`config.mk`:
```
export PLATFORM = sky130hd
export DESIGN_NAME = uart_tx_arbiter
export DESIGN_NICKNAME = d
export VERILOG_FILES = /design/src/rtl/uart_tx_arbiter.sv
export SDC_FILE = /design/constraint.sdc
export NUM_CORES = 1
export LEC_CHECK = 0
export CAP_MARGIN = 20
export CORE_ASPECT_RATIO = 1.2
export CORE_MARGIN = 1
export CORE_UTILIZATION = 49
export DETAILED_ROUTE_END_ITERATION = 16
export HOLD_SLACK_MARGIN = 0.15
export PLACE_DENSITY = 0.85
export SYNTH_ARGS = -nofsm -noshare
export SYNTH_HDL_FRONTEND = slang
export SYNTH_SLANG_ARGS = --single-unit
export TNS_END_PERCENT = 20
```
`constraint.sdc`:
```
create_clock -name clk -period 2.81 [get_ports clk]
set_input_delay 0.562 -clock clk [delete_from_list [all_inputs] [get_ports clk]]
set_output_delay 0.562 -clock clk [all_outputs]
set_load 0.005 [all_outputs]
```
`src/rtl/uart_tx_arbiter.sv`:
```
// Packet-granular arbiter sharing one UART tx engine between the CPU store path (0) and the debug monitor (1).
// Optional build macro UART_TX_ARB_MON_PRIO_EN: the monitor always wins simultaneous requests in IDLE.
module uart_tx_arbiter #(
    parameter int TIMEOUT = 256,
    parameter int TCW     = 16
) (
    input  logic       clk,
    input  logic       rst,
    input  logic       req0_valid,
    input  logic [7:0] req0_data,
    input  logic       req0_last,
    output logic       req0_ready,
    input  logic       req1_valid,
    input  logic [7:0] req1_data,
    input  logic       req1_last,
    output logic       req1_ready,
    output logic       tx_valid,
    output logic [7:0] tx_data,
    input  logic       tx_ready,
    output logic [1:0] grant,
    output logic       timeout_pulse
);

    typedef enum logic [1:0] {
        IDLE = 2'd0,
        GNT0 = 2'd1,
        GNT1 = 2'd2
    } state_t;

    localparam logic [TCW-1:0] TO_LAST = TCW'(TIMEOUT - 1);

    state_t         state, state_nxt;
    logic           rr_ptr, rr_ptr_nxt;
    logic [TCW-1:0] count, count_nxt;
    logic           timeout_nxt;
    logic           slot_free;
    logic           cur_valid;
    logic           cur_last;
    logic [7:0]     cur_data;
    logic           accept;

    // Handshake: a byte moves on any edge where valid & ready are both high; ready never
    // depends on valid, and the output stage frees its slot in the same cycle it drains.
    assign slot_free  = !tx_valid || tx_ready;
    assign req0_ready = (state == GNT0) && slot_free;
    assign req1_ready = (state == GNT1) && slot_free;
    assign accept     = (req0_valid && req0_ready) || (req1_valid && req1_ready);
    assign grant      = {state == GNT1, state == GNT0};

    assign cur_valid = (state == GNT1) ? req1_valid : (state == GNT0) ? req0_valid : 1'b0;
    assign cur_last  = (state == GNT1) ? req1_last  : req0_last;
    assign cur_data  = (state == GNT1) ? req1_data  : req0_data;

    always_comb begin
        state_nxt   = state;
        rr_ptr_nxt  = rr_ptr;
        count_nxt   = count;
        timeout_nxt = 1'b0;
        case (state)
            IDLE: begin
                count_nxt = '0;
                if (req0_valid && req1_valid) begin
`ifdef UART_TX_ARB_MON_PRIO_EN
                    state_nxt = GNT1;
`else
                    state_nxt = rr_ptr ? GNT1 : GNT0;
`endif
                end else if (req0_valid) begin
                    state_nxt = GNT0;
                end else if (req1_valid) begin
                    state_nxt = GNT1;
                end
            end
            GNT0, GNT1: begin
                if (accept) begin
                    count_nxt = '0;
                    if (cur_last) begin
                        state_nxt  = IDLE;
                        rr_ptr_nxt = (state == GNT0);
                    end
                end else if (!cur_valid) begin
                    // Only an absent requester ages the grant; tx backpressure does not.
                    if (count == TO_LAST) begin
                        state_nxt   = IDLE;
                        rr_ptr_nxt  = (state == GNT0);
                        timeout_nxt = 1'b1;
                        count_nxt   = '0;
                    end else begin
                        count_nxt = count + 1'b1;
                    end
                end
            end
            default: state_nxt = IDLE;
        endcase
    end

    always_ff @(posedge clk or posedge rst) begin
        if (rst) begin
            state         <= IDLE;
            rr_ptr        <= 1'b0;
            count         <= '0;
            timeout_pulse <= 1'b0;
            tx_valid      <= 1'b0;
            tx_data       <= 8'h00;
        end else begin
            state         <= state_nxt;
            rr_ptr        <= rr_ptr_nxt;
            count         <= count_nxt;
            timeout_pulse <= timeout_nxt;
            // Output stage drains independently of the FSM once loaded.
            if (accept) begin
                tx_valid <= 1'b1;
                tx_data  <= cur_data;
            end else if (tx_ready) begin
                tx_valid <= 1'b0;
            end
        end
    end

endmodule

```
# Yosys cells after proc, flatten, opt, wreduce, memory -nomap -nowiden
# Index checks and enable logic that the tools add are counted.
# Widths: inputs -> output; s select.
dict set report classes {
  n_shift 0
  n_lt_le_gt_ge 0
  add_sub_neg 1
  n_div 0
  mux 27
  mul 0
  reduce_logical 16
  bitwise 0
  eq_ne 9
}
# op n
set op_table {}
lappend op_table {{$mux 16} 3}
lappend op_table {{$pmux 16 s2} 1}
lappend op_table {{$add 16x1->16 const B} 1}
lappend op_table {{$eq 16x8->1 const B} 1}
lappend op_table {{$mux 2} 8}
lappend op_table {{$mux 1} 13}
lappend op_table {{$ne 3x3->1 const B} 3}
lappend op_table {{$mux 8} 1}
lappend op_table {{$reduce_and 4->1} 2}
lappend op_table {{$reduce_bool 2->1} 3}
lappend op_table {{$logic_and 1x1->1} 5}
lappend op_table {{$ne 4x4->1 const B} 1}
lappend op_table {{$pmux 2 s2} 1}
lappend op_table {{$eq 2x1->1 const B} 1}
lappend op_table {{$eq 2x2->1 const B} 1}
lappend op_table {{$logic_not 2->1} 1}
lappend op_table {{$logic_or 1x1->1} 2}
lappend op_table {{$ne 2x1->1 const B} 1}
lappend op_table {{$ne 2x2->1 const B} 1}
lappend op_table {{$reduce_and 2->1} 1}
lappend op_table {{$reduce_or 2->1} 1}
lappend op_table {{$logic_not 1->1} 1}
dict set report totals {
  ram_bits 0
  latch_bits 0
  regBits 29
  rom_bits 0
  elab_cells 59
  memories 0
  output_inout_bits 14
}

# Depth between registers and ports, before layout
dict set report depth {
  word_depth 7
  mapped_depth 8
  mapped_depth_nobuf 7
}

# Worst setup path before layout
# No wires, ideal clock.
dict set report synth_timing {
  path_kind {register to register}
  startpoint {reg state[0]}
  endpoint {reg count[14]}
  period_less_slack_ns 2.084
  slack_ns 0.726
  arrival_ns 2.007
  n_path_buf 1
  stages_incl_launch_ff 9
  t_required_ns 2.733
  path_cell_list {dfrtp_1 > inv_1 > ha_1 > nand3b_1 > a21oi_2 > or4_4 > buf_4 > or3_1 > o21ai_1}
}
dict set report synth_via {
  elab_chain_cells 6
  word_cells_on_any_way 16
  classes_between {eq/ne: 3; mux: 4; reduce/logical: 9}
}
# element line_no
set synth_lines {}
lappend synth_lines {{from (decl)} 32} ;# state_t state, state_nxt;
lappend synth_lines {{from (signal assigned)} 106} ;# state <= state_nxt;
lappend synth_lines {{$eq 2x2->1 (*)} -}
lappend synth_lines {{via grant[1]} 20} ;# output logic [1:0] grant,
lappend synth_lines {{$logic_and 1x1->1} 46} ;# assign req1_ready = (state == GNT1) && slot_free;
lappend synth_lines {{$logic_and 1x1->1} 47} ;# assign accept = (req0_valid && req0_ready) || (req1_valid && req1_ready);
lappend synth_lines {{$logic_or 1x1->1} 47}
lappend synth_lines {{$mux 16 or $ne 3x3->1 (tied branches)} -}
lappend synth_lines {{$pmux 16 s2 or $reduce_and 2->1 (tied branches)} -}
lappend synth_lines {{to (signal assigned)} 108} ;# count <= count_nxt;
lappend synth_lines {{to (decl)} 34} ;# logic [TCW-1:0] count, count_nxt;
# The timed path passes the listed nets; every way through them passes the cells marked *.
# A chain may end at the register's enable or synchronous reset.

# Final worst setup path
dict set report layout_timing {
  startpoint {reg state[0]}
  endpoint {out req1_ready}
}
dict set report layout_via {
  elab_chain_cells 2
}
# element line_no
set layout_lines {}
lappend layout_lines {{$eq 2x2->1} 46}
lappend layout_lines {{$logic_and 1x1->1} 46}
lappend layout_lines {{to (decl)} 16} ;# output logic req1_ready,
# No other way between the ends.

==> metrics.txt <==
status completed; hold_sp rr_ptr$_DFFE_PP0P_; reg2reg start count[8]$_DFFE_PP0P_; CP Data Arrival Time about 1900 ps; initial antenna violation count 0; Pleak a little under 0.9 nW; area grow syn2layout 29.3%; 1st-iter DRT viols 51; first-pass GRT wire length 6.08 mm; CTS sink cnt 29; clk buf depth 2; post-cts hold buffer count 0; layout cells sized above 1 under 10%; Sequential cell area ~730 µm²; final critical-path share of the clock period between 80 and 90%; fin area 2090 µm²; Die W about 54 µm; Ys Warns 0; Critical Path Start Type register; critical path peak fanout 12; Seq/Total Area, Yosys ~45%; Crit-path slowest cell clkdlybuf4s50_1; R2R setup slack roughly 560 ps; pin count of the biggest net entering global routing 30; htree depth 2; CTS Buf Count 5; DR pass1 iterations 4; Worst-Margin Slew ~690 ps; Pint approximately 1.1 mW; f_max 0.403 GHz; CTS resizes 0; worst-case reg-to-reg path depth 5; worst min path class reg -> reg; commonest non-fill, non-tap cell in the layout clkdlybuf4s50_1; number of diodes 0; worst stage delay on the critical path 490 ps; worst hold path depth 1; Post-Layout Cell Count between 200 and 300; dpl cell area about 2000 µm²; starting density of the core between 50% and 60%; routed length per instance roughly 13 µm; Worst Hold End rr_ptr$_DFFE_PP0P_; clock skew around 9.4 ps; standard-cell rows 22; Setup crit start state[0]$_DFFE_PP0P_; worst path cell trace inv_1, ha_1, buf_4, and2_1, clkdlybuf4s50_1; area of the multi-input gates ~830 µm²; clock-pin transition on the worst setup and hold timing paths 100 ps; Routability Congestion about 0.84; Final TNS setup 0 ps; # Post-CTS Setup Buffers 0; Synthesized Nets roughly 210; Avg Synthesized Cell Area approximately 9.0 µm²; P per Cell Area ~860 nW/µm²; Netlist Area Pre-Place 1620 µm²; register share of total power between 30% and 40%; grt ovf 0; max-slew violation count 0; Reg-to-Reg End rr_ptr$_DFFE_PP0P_; Global Route Usage Sum between 20% and 30%; Clock Latency Late Sink between 300 and 400 ps; die area around 3500 µm²; vias in the first global route roughly 1,400; post-synthesis cell count 180; io pins 37; Net Sw Power 725 µW; port bufs 36; Fillers ~240; CTS tree done; final setup fails 0; combinational group share of total power between 50 and 60%; Root Driver clkbuf_4; final-report hold violation count 0; maxcap violations 0; DP Wirelength around 2.6 mm; min Tclk post-route between 2000 and 2500 ps; layout net count 251; core area 3110 µm²; maximum VDD drop 0.692 mV; share of the synthesized area in the top cell type between 40 and 50%; dpl cells ~250; die height 64.9 µm; Worst EP required ~2300 ps; vias per cell 5.70; CP Capture Type output port; final WL between 3 and 4 mm; Slew headroom a little over half; Clk network pwr share 13.5%; Distinct cells, synth 39; via count 1,487; cell taking the most area after synthesis dfrtp_1; RSZ-0062 raised after global routing no; Routed Antenna Nets 0; CP Class reg -> out; DRC 0; register bit total from synthesis 29; Hold WS 496 ps; Sw Share around 40%; most frequent cells in the layout 36 x clkdlybuf4s50_1, 29 x dfrtp_1, 20 x nor2_1; Area contributors post-synth dfrtp_1 45%, mux2i_1 5.6%, a21oi_1 5.0%
## final cells by class
cell class	count	area share, %
clock buffer	6	1.97
clock inverter	2	0.479
inverter	12	2.15
multi-input combinational	135	39.5
sequential	29	34.7
tap	36	2.15
timing repair buffer	41	19.0
## power groups by stage
stage | Combinational (mW) | Clock, mW | Sequential [mW]
floorplan | 0.601 | 0 | 0.573
global placement | 0.960 | 0 | 0.570
detailed placement | 0.979 | 0 | 0.574
CTS | 0.990 | 0.254 | 0.565
global route | 1.10 | 0.271 | 0.581
finish | 0.989 | 0.243 | 0.565
## cell families (layout without fill, tap and decap cells)
kind of cell | count (synthesis) | after routing | synth area share (%)
AOI/OAI and AO/OA | 45 | 45 | 16.8
adders and majority gates | 4 | 4 | 3.10
buffers and inverters | 16 | 61 | 4.02
DFF | 29 | 29 | 44.9
muxes | 10 | 10 | 6.27
and+or+nand+nor | 76 | 76 | 24.9
## metal layers
metal  wire length, µm  part of all wire, %  global-route usage [%]
met1              1500                   43                    28.5
met4                71                  2.0                    9.62
met5                 0                    0                       0
met3               201                  5.7                    8.22
met2              1750                   50                    37.7
## worst max-delay path, delay by kind of cell (launching register included)
family	cells	cell delay, ps
adders and majority gates	1	210
buffers and inverters	3	810
DFF	1	410
and+or+nand+nor	1	150
## worst max path at each step
stage                            endpoint  slack (ps)  depth (start not counted)
floorplan           count[14]$_DFFE_PP0P_         730                          8
global placement    count[14]$_DFFE_PP0P_         400                          6
detailed placement   state[1]$_DFFE_PP0P_         290                          6
CTS                            req1_ready         300                          5
global route                   req1_ready         180                          5
finish                         req1_ready         330                          5
## cells in the mapped netlist (all sizes together)
| master | instances |
|---|---|
| a21oi | 17 |
| o21ai | 16 |
| nor3b | 1 |
| clkbuf | 2 |
| a22oi | 1 |
| ha | 4 |
| nand3 | 8 |
| inv | 12 |
| a21o | 4 |
| a2111oi | 1 |
| or2 | 1 |
| nor4 | 3 |
| nand4 | 4 |
| and2 | 2 |
| a32o | 2 |
| o41ai | 1 |
| nand2 | 16 |
| nand2b | 1 |
| dfrtp | 29 |
| and4b | 1 |
| or3 | 6 |
| a22o | 1 |
| buf | 2 |
| and3 | 1 |
| mux2 | 1 |
| o22ai | 1 |
| mux2i | 9 |
| nor3 | 4 |
| o31ai | 1 |
| or4 | 3 |
| nor2 | 21 |
| nand3b | 1 |
| nor2b | 3 |
## sequential cells by signal, summed over array words and instances (netlist names)
name / flops
tx_valid: 1
rr_ptr: 1
tx_data: 8
count: 16
timeout_pulse: 1
state: 2
## through the flow
| stage | setup slack, ps | total power [mW] | utilization [%] |
|---|---|---|---|
| 2_1_floorplan | 726 | 1.17 | - |
| 3_5_place_dp | 294 | 1.55 | 65.6 |
| 5_1_grt | 178 | 1.95 | 67.2 |
| 3_3_place_gp | 395 | 1.53 | 65.6 |
| 4_1_cts | 297 | 1.81 | 67.2 |
| 6_report | 326 | 1.80 | 67.2 |
Note: power is estimated with default switching activity, not from simulation.
